### src/rtl/ped_signal_ctrl_if.sv
// Pedestrian controller bundle: upstream vehicle lamps and button in, pedestrian lamps and status out.
// master drives the stimulus side; slave is the controller.
interface ped_signal_ctrl_if;
    logic power_red;
    logic power_yellow;
    logic power_green;
    logic ped_button;
    logic walk;
    logic dont_walk;
    logic req_pending;
    logic abort;
    logic fault;

    modport master (
        output power_red, power_yellow, power_green, ped_button,
        input  walk, dont_walk, req_pending, abort, fault
    );

    modport slave (
        input  power_red, power_yellow, power_green, ped_button,
        output walk, dont_walk, req_pending, abort, fault
    );
endinterface

### src/rtl/ped_signal_ctrl.sv
// Grants WALK at the next vehicle red rise after a request, then flashes a clearance; latches lamp conflicts.
// One-cycle registered latency on every output; no backpressure, inputs are consumed every cycle.
module ped_signal_ctrl #(
    parameter int WALK_LENGTH  = 8,
    parameter int FLASH_LENGTH = 6,
    parameter int FLASH_PERIOD = 2
) (
    input  logic            clk,
    input  logic            reset,
    ped_signal_ctrl_if.slave bus
);
    localparam int MAX_LEN = (WALK_LENGTH > FLASH_LENGTH) ? WALK_LENGTH : FLASH_LENGTH;
    localparam int CW      = $clog2(MAX_LEN + 1);

    typedef enum logic [1:0] {IDLE, WALK, CLEAR, FAULT} state_t;

    state_t          state, state_n;
    logic [CW-1:0]   cnt, cnt_n;
    logic            prev_red, prev_btn;
    logic            walk_q, dont_walk_q, req_q, abort_q, fault_q;
    logic            walk_n, dont_walk_n, req_n, abort_n, fault_n;
    logic            red_rise, btn_rise, conflict;
    logic [31:0]     flash_phase;

    assign red_rise = bus.power_red & ~prev_red;
    assign btn_rise = bus.ped_button & ~prev_btn;
    assign conflict = (bus.power_red & bus.power_yellow) |
                      (bus.power_red & bus.power_green)  |
                      (bus.power_yellow & bus.power_green);

    always_comb begin
        state_n     = state;
        cnt_n       = cnt;
        req_n       = req_q;
        abort_n     = 1'b0;
        walk_n      = 1'b0;
        dont_walk_n = 1'b1;
        fault_n     = 1'b0;
        flash_phase = 32'd0;

        if (state == FAULT) begin
            req_n = 1'b0;
        end else if (conflict) begin
            state_n = FAULT;
            cnt_n   = '0;
            req_n   = 1'b0;
        end else begin
            if (btn_rise) req_n = 1'b1;
            case (state)
                IDLE: begin
                    // Grants only on the rising edge of red, never partway through a red phase.
                    if (red_rise && (req_q || btn_rise)) begin
                        state_n = WALK;
                        cnt_n   = '0;
                        req_n   = 1'b0;
                    end
                end
                WALK: begin
                    if (!bus.power_red) begin
                        state_n = IDLE;
                        cnt_n   = '0;
                        abort_n = 1'b1;
                    end else if (cnt == CW'(WALK_LENGTH - 1)) begin
                        state_n = CLEAR;
                        cnt_n   = '0;
                    end else begin
                        cnt_n = cnt + CW'(1);
                    end
                end
                CLEAR: begin
                    if (!bus.power_red) begin
                        state_n = IDLE;
                        cnt_n   = '0;
                        abort_n = 1'b1;
                    end else if (cnt == CW'(FLASH_LENGTH - 1)) begin
                        state_n = IDLE;
                        cnt_n   = '0;
                    end else begin
                        cnt_n = cnt + CW'(1);
                    end
                end
                default: begin
                    state_n = FAULT;
                end
            endcase
        end

        // Lamp outputs are decoded from the next state so they register alongside it.
        case (state_n)
            WALK: begin
                walk_n      = 1'b1;
                dont_walk_n = 1'b0;
            end
            CLEAR: begin
                flash_phase = 32'(cnt_n) / FLASH_PERIOD;
                dont_walk_n = ~flash_phase[0];
            end
            FAULT: begin
                fault_n = 1'b1;
            end
            default: begin
                dont_walk_n = 1'b1;
            end
        endcase
    end

    always_ff @(posedge clk) begin
        if (reset) begin
            state       <= IDLE;
            cnt         <= '0;
            prev_red    <= 1'b0;
            prev_btn    <= 1'b0;
            walk_q      <= 1'b0;
            dont_walk_q <= 1'b1;
            req_q       <= 1'b0;
            abort_q     <= 1'b0;
            fault_q     <= 1'b0;
        end else begin
            state       <= state_n;
            cnt         <= cnt_n;
            prev_red    <= bus.power_red;
            prev_btn    <= bus.ped_button;
            walk_q      <= walk_n;
            dont_walk_q <= dont_walk_n;
            req_q       <= req_n;
            abort_q     <= abort_n;
            fault_q     <= fault_n;
        end
    end

    assign bus.walk        = walk_q;
    assign bus.dont_walk   = dont_walk_q;
    assign bus.req_pending = req_q;
    assign bus.abort       = abort_q;
    assign bus.fault       = fault_q;
endmodule

### src/flat_wrapper.sv
// flat-port wrapper written by rule: the top's interface ports become plain ports
module ped_signal_ctrl_flat 
#(
    parameter int WALK_LENGTH  = 8,
    parameter int FLASH_LENGTH = 6,
    parameter int FLASH_PERIOD = 2
)
  (clk, reset, bus_power_red, bus_power_yellow, bus_power_green, bus_ped_button, bus_walk, bus_dont_walk, bus_req_pending, bus_abort, bus_fault);
  ped_signal_ctrl_if bus_i ();
  input  logic clk;
  input  logic reset;
  input wire logic [$bits(bus_i.power_red)-1:0] bus_power_red;
  input wire logic [$bits(bus_i.power_yellow)-1:0] bus_power_yellow;
  input wire logic [$bits(bus_i.power_green)-1:0] bus_power_green;
  input wire logic [$bits(bus_i.ped_button)-1:0] bus_ped_button;
  output wire logic [$bits(bus_i.walk)-1:0] bus_walk;
  output wire logic [$bits(bus_i.dont_walk)-1:0] bus_dont_walk;
  output wire logic [$bits(bus_i.req_pending)-1:0] bus_req_pending;
  output wire logic [$bits(bus_i.abort)-1:0] bus_abort;
  output wire logic [$bits(bus_i.fault)-1:0] bus_fault;
  assign bus_i.power_red = bus_power_red;
  assign bus_i.power_yellow = bus_power_yellow;
  assign bus_i.power_green = bus_power_green;
  assign bus_i.ped_button = bus_ped_button;
  assign bus_walk = bus_i.walk;
  assign bus_dont_walk = bus_i.dont_walk;
  assign bus_req_pending = bus_i.req_pending;
  assign bus_abort = bus_i.abort;
  assign bus_fault = bus_i.fault;
  ped_signal_ctrl #(.WALK_LENGTH(WALK_LENGTH), .FLASH_LENGTH(FLASH_LENGTH), .FLASH_PERIOD(FLASH_PERIOD)) u_core (.clk(clk), .reset(reset), .bus(bus_i));
endmodule
### config.mk
export PLATFORM = sky130hd
export DESIGN_NAME = ped_signal_ctrl_flat
export DESIGN_NICKNAME = d
export VERILOG_FILES = /design/src/rtl/ped_signal_ctrl_if.sv /design/src/rtl/ped_signal_ctrl.sv /design/src/flat_wrapper.sv
export SDC_FILE = /design/constraint.sdc
export NUM_CORES = 1
export LEC_CHECK = 0
export BUFFER_PORTS_ARGS = -buffer_cell sky130_fd_sc_hd__buf_2
export CORE_MARGIN = 8
export CORE_UTILIZATION = 55
export DETAILED_ROUTE_END_ITERATION = 7
export PLACE_DENSITY = 0.77
export SYNTH_ARGS = -nofsm -noshare
export SYNTH_HDL_FRONTEND = slang
export SYNTH_SLANG_ARGS = --single-unit
### constraint.sdc
create_clock -name clk -period 2.9 [get_ports clk]
set_input_delay 0.58 -clock clk [delete_from_list [all_inputs] [get_ports clk]]
set_output_delay 0.58 -clock clk [all_outputs]
set_load 0.05 [all_outputs]
==> summary.txt <==
Pwr
  • Sw Ratio: between 30% and 40%
  • Lkg Pwr: 0.000344 uW
  • Combinational share of power: 28.9%
  • Power Density: 507 nW/um^2
  • Int Pwr: roughly 290 uW
  • P_sw: about 150 uW
  • Worst IR Drop VDD: between 0.0004 and 0.0005 V
  • Clock Power Share: between 20% and 30%
  • Seq pwr share: between 40% and 50%

Drt
  • Initial DRC count: 9
  • Routed len/inst: roughly 14 microns
  • Drt pass-1 iters: 4
  • Routed wire length: about 1700 microns
  • Via count: roughly 710
  • Drt via density: between 6 and 7
  • Residual DRC: 0
  • Routed Antenna Nets: 0

Layout
  • Most flop-heavy register: u_core.cnt
  • Max reg flops: 4
  • Largest regs: u_core.cnt: 4 flops, u_core.state: 2 flops
  • Net count, final: about 120
  • ANT cells: 0
  • FILL cells: approximately 120
  • Area grow syn2layout: 11.4%
  • Layout cells sized above 1: between 10% and 20%

Die
  • Core ar.: approximately 1300 sq um
  • FP Rows: 13
  • Die width: between 50 and 60 microns
  • Top-Level Pins: 11
  • Die Area: 2850 sq um
  • Chip height: about 53 microns
  • Initial Util: approximately 59%

Logic synthesis
  • Largest family of logic cells by synthesized area: simple AND/OR/NAND/NOR gates
  • Syn Inst Count: slightly above 90
  • Syn nets: roughly 100
  • Post-synthesis mux area share: 0%
  • Synth Area in Compound Gates: 23.3%
  • Library cells used by synthesis: 32
  • Area leader, netlist: dfxtp_1
  • Flops & latches, synth: 13
  • Post-Synth Adder-Cell Area: between 10% and 20%
  • Simple-gate share of the synthesized area: 24.6%
  • Largest cells by area after synthesis: dfxtp_1 (34%), ha_1 (11%), a21oi_1 (5.9%)
  • Post-synthesis sequential area ratio: between 30% and 40%
  • XOR/XNOR Fraction of Synth Area: 0%
  • Synth Cell Area: 768 sq um
  • Yosys warns: 0
  • Mapped Avg Cell Area: 8.44 sq um
  • Async SR Flop Fraction: 0%
  • EDFF count, synth: 0
  • Top_reg_cell synth: dfxtp_1
  • Share of the synthesized area in the top cell type: approximately a third

Critical path
  • Slowest CP cell: or4_1
  • CP Cell Sequence: ha_1 -> inv_1 -> a21o_1 -> o22a_1 -> or4_1 -> a21o_1
  • Critical path class: flip-flop to flip-flop
  • CP max FO: 11
  • Register-to-Register Setup Slack: between 0.7 and 0.8 ns
  • R2R depth: 6
  • WP data arrival: between 2 and 2.5 ns
  • Slowest stage delay, CP: between 0.4 and 0.5 ns
  • Worst r2r src: u_core.state[0]$_SDFF_PP0_
  • Critical Path Sink Type: flip-flop
  • RR Endpoint: u_core.bus.dont_walk$_SDFF_PP1_
  • Worst endpoint required time: 3.07 ns
  • Startpoint Class: flip-flop
  • CP dominant cell by count: a21o_1

Timing
  • RSZ-0062 raised after global routing: false
  • Final setup TNS: 0 ns
  • Worst Skew: 0.000689 ns
  • Crit path time final: about 2.1 ns
  • Fin worst setup slack: 0.799 ns
  • Max Slew Vio Count: 0
  • Tcrit/Tclk final: 72.4%
  • Final hold vios: 0
  • Max_slew headroom: roughly three quarters
  • Fmax: between 400 and 500 MHz
  • Setup violations, final: 0
  • Slew @ Worst Pin: between 0.3 and 0.4 ns

Clock network
  • Clk slew on worst S/H paths: ~0.08 ns
  • CTS tree: yes
  • CTS Sinks: 13
  • Clock root buffer: clkbuf_4
  • Clock Latency Late Sink: about 0.27 ns
  • Post-CTS Setup Inserts: 0
  • CTS H-tree depth: 1
  • # hold bufs at CTS: 0
  • Post-cts resize count: 0
  • CTS buffer count: 3
  • Bufs on Longest Clock Path: 2

GRT
  • Total GRT Usage: 13.6%
  • GR Overflow Total: 0
  • Initial antenna violation count: 0
  • Vias in the first global route: 721
  • Global-route wire length before repair: approximately 3000 microns
  • Pin count of the biggest net entering global routing: 14

Run
  • # Max-Cap Violations: 0

Status
  • Status: finished, final reports clean

Hold path
  • Worst hold stages: 2
  • Worst hold-check path type: input pin to flip-flop
  • Hold Startpoint: bus_power_green
  • WHS Endpoint: u_core.bus.abort$_SDFF_PP0_

Placement
  • Port Buf Inserts: 10
  • GP Congestion: roughly 0.94
  • Pre-CTS setup slack: around 0.63 ns
  • Dpl hpwl: between 1000 and 1500 microns
-- worst max-delay path by stage --
| stage | from | to | slack, ns | cells after the start |
|---|---|---|---|---|
| after CTS | u_core.state[0]$_SDFF_PP0_ | u_core.bus.dont_walk$_SDFF_PP1_ | 0.81 | 6 |
| after floorplan | bus_power_red | u_core.bus.dont_walk$_SDFF_PP1_ | 0.86 | 5 |
| after global routing | u_core.state[1]$_SDFF_PP0_ | u_core.bus.dont_walk$_SDFF_PP1_ | 0.68 | 6 |
| after global placement | bus_power_red | u_core.bus.dont_walk$_SDFF_PP1_ | 0.66 | 6 |
| after detailed placement | bus_power_red | u_core.bus.dont_walk$_SDFF_PP1_ | 0.63 | 6 |
| final | u_core.state[0]$_SDFF_PP0_ | u_core.bus.dont_walk$_SDFF_PP1_ | 0.80 | 6 |
-- placed cells by master, fill, tap and decap left out, drive strengths merged --
cell type / n
nor4b: 1
nor3: 3
a21o: 3
nand2: 2
nor2b: 5
o2111a: 1
or4: 1
nor3b: 1
buf: 10
inv: 9
a31oi: 1
a21oi: 9
nand2b: 1
clkbuf: 4
o21a: 1
or2b: 1
o21ai: 4
maj3: 1
a22oi: 1
nand3: 3
nand3b: 3
dfxtp: 13
or3: 1
o31ai: 2
nand4: 3
nor2: 5
or4b: 1
a221oi: 1
o22a: 1
nor4: 1
a211o: 2
ha: 7
o2bb2ai: 1
-- area by class of cell --
| cell class | instances | area (sq um) | area share, % |
|---|---|---|---|
| Sequential cell | 13 | 260 | 30.4 |
| Tap cell | 15 | 18.8 | 2.19 |
| Inverter | 9 | 33.8 | 3.95 |
| Timing Repair Buffer | 10 | 50.0 | 5.85 |
| Clock buffer | 4 | 26.3 | 3.07 |
| Multi-Input combinational cell | 67 | 467 | 54.5 |
-- synthesized netlist by cell type, types with 2 or more instances --
| cell type | number |
|---|---|
| nor2b_1 | 5 |
| a21oi_1 | 9 |
| a21o_1 | 3 |
| nor3_1 | 3 |
| clkbuf_1 | 2 |
| inv_1 | 9 |
| nand2_1 | 2 |
| a211o_1 | 2 |
| ha_1 | 7 |
| nand4_1 | 3 |
| nand3_1 | 3 |
| o31ai_1 | 2 |
| o21ai_0 | 4 |
| nor2_1 | 5 |
| nand3b_1 | 3 |
| dfxtp_1 | 13 |
-- power by group through the flow --
stage	logic (uW)	registers (uW)	clock network, uW
2_1_floorplan	72.4	225	0
3_3_place_gp	122	202	0
3_5_place_dp	125	203	0
4_1_cts	126	198	114
5_1_grt	140	200	120
6_report	126	198	110
-- kinds of logic after synthesis --
kind of cell    count (synthesis)
flops                          13
buf+inv                        11
compound gates                 27
fa+ha+maj                       8
simple gates                   32
-- metrics by stage --
step / instance area (sq um) / cells / total power (uW) / hold WS [ns] / utilization (%)
global placement: 830 / 114 / 324 / 0.515 / 63.7
floorplan: 768 / 91 / 297 / 0.483 / -
finish: 856 / 118 / 434 / 0.487 / 65.8
detailed placement: 830 / 114 / 327 / 0.517 / 63.7
CTS: 856 / 118 / 438 / 0.483 / 65.8
global route: 856 / 118 / 459 / 0.487 / 65.8
-- per-layer routing --
| layer | GRT usage, % | wire (microns) | up-vias | share of wire, % |
|---|---|---|---|---|
| met3 | 3.92 | 93 | 7 | 5.6 |
| met2 | 23.6 | 826 | 17 | 49 |
| met4 | 7.14 | 45 | 0 | 2.7 |
| met1 | 14.5 | 710 | 330 | 42 |
| li1 | - | - | 357 | - |
| met5 | 0 | 0 | - | 0 |
-- critical path, delay by kind of cell (launching register included) --
kind	cells	cell delay, ns
and+or+nand+nor	1	0.47
DFF	1	0.41
adders and majority gates	1	0.38
buffers and inverters	1	0.18
AOI/OAI and AO/OA	3	0.55
(Power assumes the default switching activity.)
